**config.mk**
```make
export PLATFORM = sky130hd
export DESIGN_NAME = spike_train_gen
export DESIGN_NICKNAME = d
export VERILOG_FILES = /design/src/rtl/spike_train_gen.sv
export SDC_FILE = /design/constraint.sdc
export NUM_CORES = 1
export LEC_CHECK = 0
export CAP_MARGIN = 25
export CORE_MARGIN = 1
export CORE_UTILIZATION = 60
export DETAILED_ROUTE_END_ITERATION = 16
export DONT_BUFFER_PORTS = 1
export GPL_ROUTABILITY_DRIVEN = 0
export PLACE_DENSITY = 0.85
export SLEW_MARGIN = 20
export SYNTH_ARGS = -nofsm -noshare
export SYNTH_HDL_FRONTEND = slang
export SYNTH_SLANG_ARGS = --single-unit
```
**constraint.sdc**
```tcl
create_clock -name clk -period 2.8 [get_ports clk]
set_input_delay 0.14 -clock clk [delete_from_list [all_inputs] [get_ports clk]]
set_output_delay 0.14 -clock clk [all_outputs]
set_load 0.02 [all_outputs]
```
**src/rtl/spike_train_gen.sv**
```systemverilog
// spike_train_gen: rate-decodes one spike count per sample into a T_STEPS-long
// bit-serial spike train. Spikes are spread evenly over the window by an
// error accumulator, so a count of c yields exactly min(c, T_STEPS) spikes.
// Valid/ready handshake on both the count input and the spike output.

module spike_train_gen #(
   parameter int unsigned  COUNT_WIDTH = 4,
   parameter int unsigned  T_STEPS     = 4,
   localparam int unsigned STEP_W      = (T_STEPS > 1) ? $clog2(T_STEPS) : 1,
   localparam int unsigned ACC_W       = $clog2(2 * T_STEPS) + 1
) (
   input  logic                   clk,
   input  logic                   rst_n,
   input  logic [COUNT_WIDTH-1:0] cnt_in,
   input  logic                   cnt_valid,
   output logic                   cnt_ready,
   output logic                   spike_out,
   output logic                   spike_valid,
   input  logic                   spike_ready,
   output logic [STEP_W-1:0]      step_idx,
   output logic                   spike_last
);

   localparam logic [ACC_W-1:0] T_ACC = ACC_W'(T_STEPS);
   // With a single-step window every step is also the last one.
   localparam logic FIRST_IS_LAST = (T_STEPS == 32'd1);

   typedef enum logic [0:0] {StIdle, StEmit} state_e;

   state_e              state_q;
   logic [ACC_W-1:0]    cnt_q;
   logic [ACC_W-1:0]    acc_q;
   logic                spike_q;
   logic                valid_q;
   logic                last_q;
   logic [STEP_W-1:0]   step_q;

   logic [ACC_W-1:0]    sat_cnt;
   logic [ACC_W-1:0]    first_sum;
   logic [ACC_W-1:0]    first_acc;
   logic                first_spike;
   logic [ACC_W-1:0]    next_sum;
   logic [ACC_W-1:0]    next_acc;
   logic                next_spike;
   logic [STEP_W-1:0]   next_step;
   logic                next_last;
   logic                load_first;
   logic                advance;

   // Saturate the incoming count to the window length.
   always_comb begin
      sat_cnt = '0;
      if (32'(cnt_in) > T_STEPS) begin
         sat_cnt = T_ACC;
      end else begin
         sat_cnt = ACC_W'(cnt_in);
      end
   end

   // Step 0 of a new sample starts from a cleared accumulator; later steps
   // carry the residue of the previous step.
   always_comb begin
      first_sum   = sat_cnt;
      first_spike = (first_sum >= T_ACC);
      first_acc   = first_spike ? (first_sum - T_ACC) : first_sum;
      next_sum    = acc_q + cnt_q;
      next_spike  = (next_sum >= T_ACC);
      next_acc    = next_spike ? (next_sum - T_ACC) : next_sum;
      next_step   = step_q + STEP_W'(1);
      next_last   = (32'(next_step) == (T_STEPS - 1));
   end

   // A new count is taken when idle, or in the same cycle the final step of
   // the current sample is consumed, which keeps back-to-back samples gapless.
   assign cnt_ready  = (state_q == StIdle) || (valid_q && last_q && spike_ready);
   assign load_first = cnt_valid && cnt_ready;
   assign advance    = (state_q == StEmit) && spike_ready;

   // FSM and registered step outputs.
   always_ff @(posedge clk or negedge rst_n) begin
      if (!rst_n) begin
         state_q <= StIdle;
         cnt_q   <= '0;
         acc_q   <= '0;
         spike_q <= 1'b0;
         valid_q <= 1'b0;
         last_q  <= 1'b0;
         step_q  <= '0;
      end else if (load_first) begin
         state_q <= StEmit;
         cnt_q   <= sat_cnt;
         acc_q   <= first_acc;
         spike_q <= first_spike;
         valid_q <= 1'b1;
         last_q  <= FIRST_IS_LAST;
         step_q  <= '0;
      end else if (advance) begin
         if (last_q) begin
            // Window finished with no follow-on count: fall back to idle.
            state_q <= StIdle;
            acc_q   <= '0;
            spike_q <= 1'b0;
            valid_q <= 1'b0;
            last_q  <= 1'b0;
            step_q  <= '0;
         end else begin
            acc_q   <= next_acc;
            spike_q <= next_spike;
            last_q  <= next_last;
            step_q  <= next_step;
         end
      end
   end

   assign spike_out   = spike_q;
   assign spike_valid = valid_q;
   assign spike_last  = last_q;
   assign step_idx    = step_q;

endmodule
```
# Word level (Yosys, flattened, before mapping)
# Cells that the tools add are included.
# W data, S select, Z words.
[totals] ram_bits=0 regBits=13 wordCells=41 out_inout_bits=6 romBits=0 memories=0 inputBits=8 latchBits=0
[classes] n_shift=0 bitwise_logic=1 multipliers=0 n_eq_ne=1 n_mux=18 n_reduce_logical=8 n_div=0 addsub=4 n_lt_le_gt_ge=3
[ops] op="$mux W4" n=6
[ops] op="$mux W1" n=9
[ops] op="$ge A4 B3 Y1 const B" n=2
[ops] op="$sub A4 B3 Y4 const B" n=2
[ops] op="$mux W2" n=3
[ops] op="$add A4 B4 Y4" n=1
[ops] op="$gt A4 B3 Y1 const B" n=1
[ops] op="$logic_and A1 B1 Y1" n=4
[ops] op="$reduce_bool A2 Y1" n=2
[ops] op="$add A2 B1 Y2 const B" n=1
[ops] op="$eq A2 B2 Y1 const B" n=1
[ops] op="$reduce_and A2 Y1" n=1
[ops] op="$logic_or A1 B1 Y1" n=1
[ops] op="$not A1 Y1" n=1

# Depth between registers and ports, before layout
[logic_depth] word_depth=6 depth_mapped=6 depth_no_buf=6

# Least setup slack after synthesis
# OpenSTA, ideal clock, no wires.
[synth_timing] kind="reg-to-reg" start="register cnt_q[0]" end="register spike_q (netlist: spike_out)" setup_time_ns=0.128 path_stages_with_launch=7 arrival_time_ns=1.531 slack_ns=1.140 synth_period_minus_slack_ns=1.660 cell_sequence="dfrtp_1 ha_1 fa_1 xnor2_1 nand2b_1 a211oi_1 nor3_1"
[synth_via] elab_chain_len=5
[synth_lines] element="start: declaration" line_no="31" rtl="logic [ACC_W-1:0] cnt_q;"
[synth_lines] element="start signal: assignment" line_no="91" rtl="cnt_q <= sat_cnt;"
[synth_lines] element="$add A4 B4 Y4" line_no="66" rtl="next_sum = acc_q + cnt_q;"
[synth_lines] element="$ge A4 B3 Y1" line_no="67" rtl="next_spike = (next_sum >= T_ACC);"
[synth_lines] element="$mux W1" line_no="98" rtl="if (last_q) begin"
[synth_lines] element="$mux W1" line_no="97" rtl="end else if (advance) begin"
[synth_lines] element="$mux W1" line_no="89" rtl="end else if (load_first) begin"
[synth_lines] element="end signal: assignment" line_no="93" rtl="spike_q <= first_spike;"
[synth_lines] element="end signal: assignment" line_no="108" rtl="spike_q <= next_spike;"
[synth_lines] element="end: declaration" line_no="33" rtl="logic spike_q;"
# No other way between the ends. The select of a mux whose other input is x is not followed.
# A chain may end at the register's enable or synchronous reset.

# Final worst setup path
# Ends and elaborated chain as after synthesis.

==> summary.md <==
| Metric | Value |
|---|---|
| Rel. slew slack | a little over 60% |
| Final hold violations | 0 |
| First-pass GRT wire length | approximately 2600 um |
| Reg2reg start | cnt_q[0] |
| Commonest non-fill, non-tap cell in the layout | dfrtp_1 |
| Most frequent cells in the layout | dfrtp_1 (13), nand2_1 (11), nor2_1 (6), o21ai_0 (6), a21oi_1 (5) |
| Syn Std Cell Area | a little under 800 um2 |
| RSZ-0062 raised after global routing | no |
| Syn Area/Cell | 9.74 um2 |
| Worst-margin pin slew | roughly 0.59 ns |
| Top cells by area, synth | dfrtp_1 (42%), ha_1 (6.4%), nand2_1 (5.3%) |
| Worst hold path depth | 3 |
| Sequential-to-total area share from yosys stat | a little over two fifths |
| DPL Wire Length | roughly 1200 um |
| Post-Syn Instances | 80 |
| Yosys cell types | 33 |
| # diodes | 0 |
| Final Critical Period | ~1.9 ns |
| Crit path from | cnt_q[0] |
| Post-synth top area share | between 40% and 50% |
| Row Count | 12 |
| Initial antenna violation count | 0 |
| Hold_sp | cnt_in[2] |
| Critical path fanouts, max | 4 |
| Worst path arrival time | between 2 and 2.5 ns |
| Final wirelength | ~1600 um |
| Aggregate global routing overflow | 0 |
| Largest net degree at the start of global routing | 14 |
| Synth Flop Type | dfrtp_1 |
| Clk_skew | ~0.0085 ns |
| Worst vdd rail ir drop | 0.000622 V |
| Bufs on Longest Clock Path | 2 |
| Clk root buf | clkbuf_4 |
| Via count | roughly 650 |
| Global Route Usage Sum | around 28% |
| Post-cts gate resize count | 0 |
| Post-synth EDFFs | 0 |
| Layout net count | about 100 |
| Max Fclk | around 540 MHz |
| CTS tree | done |
| Initial core utilization | 67.4% |
| Setup TNS | 0 ns |
| CP Capture Point | spike_out |
| I/O Buffers | 0 |
| Register bit total from synthesis | 13 |
| YS warnings | 0 |
| Tcrit/Tclk final | roughly two thirds |
| Final setup vio count | 0 |
| DRT antenna net count | 0 |
| Cell taking the most area after synthesis | dfrtp_1 |
| Cts bufs inserted | 3 |
| Clock-pin slew on the worst setup and hold paths | roughly 0.090 ns |
| Startpoint types | flop |
| Design area | ~850 um2 |
| Lkg Pwr | 0.379 nW |
| Clock latency at the later pin of the worst-skew pair | slightly below 0.3 ns |
| Power per standard cell area | around 1000 mW/mm2 |
| Core box area | 0.00116 mm2 |
| Hold crit path type | primary input to flop |
| Die X | approximately 38 um |
| Type of the worst setup path | flop to flop |
| Total Die Area | ~0.0014 mm2 |
| Cell count of the worst reg-to-reg path | 6 |
| R2R setup slack | 0.94 ns |
| Area after DPL | 786 um2 |
| Ys async rst share | 100% |
| Top Ports | 14 |
| Number of global-route vias before repair | 627 |
| Slew Viols, Final | 0 |
| Post-DR vias/cell | ~6.4 |
| Residual DRC | 0 |
| Synth-to-layout area growth | 9.31% |
| Num Clock Sinks | 13 |
| Crit Reg-Reg Endpoint | spike_out |
| Per-cell routed wire length | roughly 16 um |
| CP endpoint kind | flop |
| Critical path required time | roughly 3.0 ns |
| DRT iter0 DRCs | 33 |
| Max-Cap Viols | 0 |
| Die height | approximately 38 um |
| Share of cells above drive strength 1 | under 10% |
| Syn_nets | slightly above 90 |
| Status | complete, no violations |
| Max H-tree Level | 1 |
| DR pass1 iterations | 4 |
-- cells in the mapped netlist, drive strengths merged, types with 2 or more instances --
cell type	instances
dfrtp	13
nand3	2
xnor2	2
a21oi	5
nand2	12
o21ai	6
nor3	2
inv	4
a22o	2
a31oi	2
nor2	7
ha	4
-- state kept, by name, indices dropped and copies added (netlist names) --
register and flops:
cnt_q 4, acc_q 4, spike_last 1, step_idx 2, spike_out 1, spike_valid 1
-- critical path: stages, from the launching register on --
cell and delay (ns):
dfrtp_1 0.40, ha_1 0.24, fa_1 0.40, xnor2_1 0.34, nand2b_1 0.10, a211oi_1 0.18
nor3_1 0.08
-- final cells by class --
class	count	area (um2)
clock buffers	4	26.3
fillers	79	304
inverters	4	15.0
multi-input cells	62	428
flip-flops and latches	13	325
well taps	14	17.5
repair buffers	4	40.0
-- logic make-up (layout without fill, tap and decap cells) --
| group | count (synthesis) | count (layout) | share of synthesized area [%] |
|---|---|---|---|
| adder cells (fa/ha/maj) | 5 | 5 | 8.99 |
| flip-flops | 13 | 13 | 41.7 |
| AO/OA/AOI/OAI | 23 | 23 | 22.3 |
| XOR/XNOR | 3 | 3 | 3.37 |
| multiplexers | 2 | 2 | 2.73 |
| buffers and inverters | 5 | 12 | 3.37 |
| AND/OR/NAND/NOR | 29 | 29 | 17.5 |
-- what timing repair did --
action,in CTS,in global routing
hold buffers,4,0
buffers inserted,0,0
endpoints found under the hold margin,20,0
-- worst min-delay path by stage --
stage | end | slack, ns
after floorplan | acc_q[0] | -0.16
after global placement | spike_valid | -0.16
after detailed placement | spike_valid | -0.16
after CTS | acc_q[0] | 0.02
after global routing | acc_q[0] | 0.02
final | acc_q[0] | 0.02
-- stage by stage --
step                power, mW  hold WS (ns)  util (%)  cells  setup WS (ns)
finish                  0.877        0.0187      73.7    101          0.944
global route            0.941        0.0170      73.7    101          0.787
CTS                     0.868        0.0223      73.7    101          0.973
detailed placement      0.738        -0.155      68.0     93          0.975
global placement        0.714        -0.155      68.0     93           1.08
floorplan               0.665        -0.156         -     80           1.14
-- where the power goes --
group          switching (mW)  internal [mW]  total (mW)
logic                   0.213          0.167       0.380
registers               0.116          0.257       0.373
clock network          0.0686         0.0555       0.124
total                   0.398          0.480       0.877
-- layer usage --
| metal | up-vias | global-route usage (%) | wire (um) | part of all wire, % |
|---|---|---|---|---|
| li1 | 302 | - | - | - |
| met1 | 319 | 33.0 | 713 | 44 |
| met2 | 19 | 45.8 | 778 | 48 |
| met3 | 5 | 6.98 | 95 | 5.9 |
| met4 | 0 | 15.2 | 25 | 1.6 |
| met5 | - | 0 | 0 | 0 |
Power figures use the tool's default switching activity.
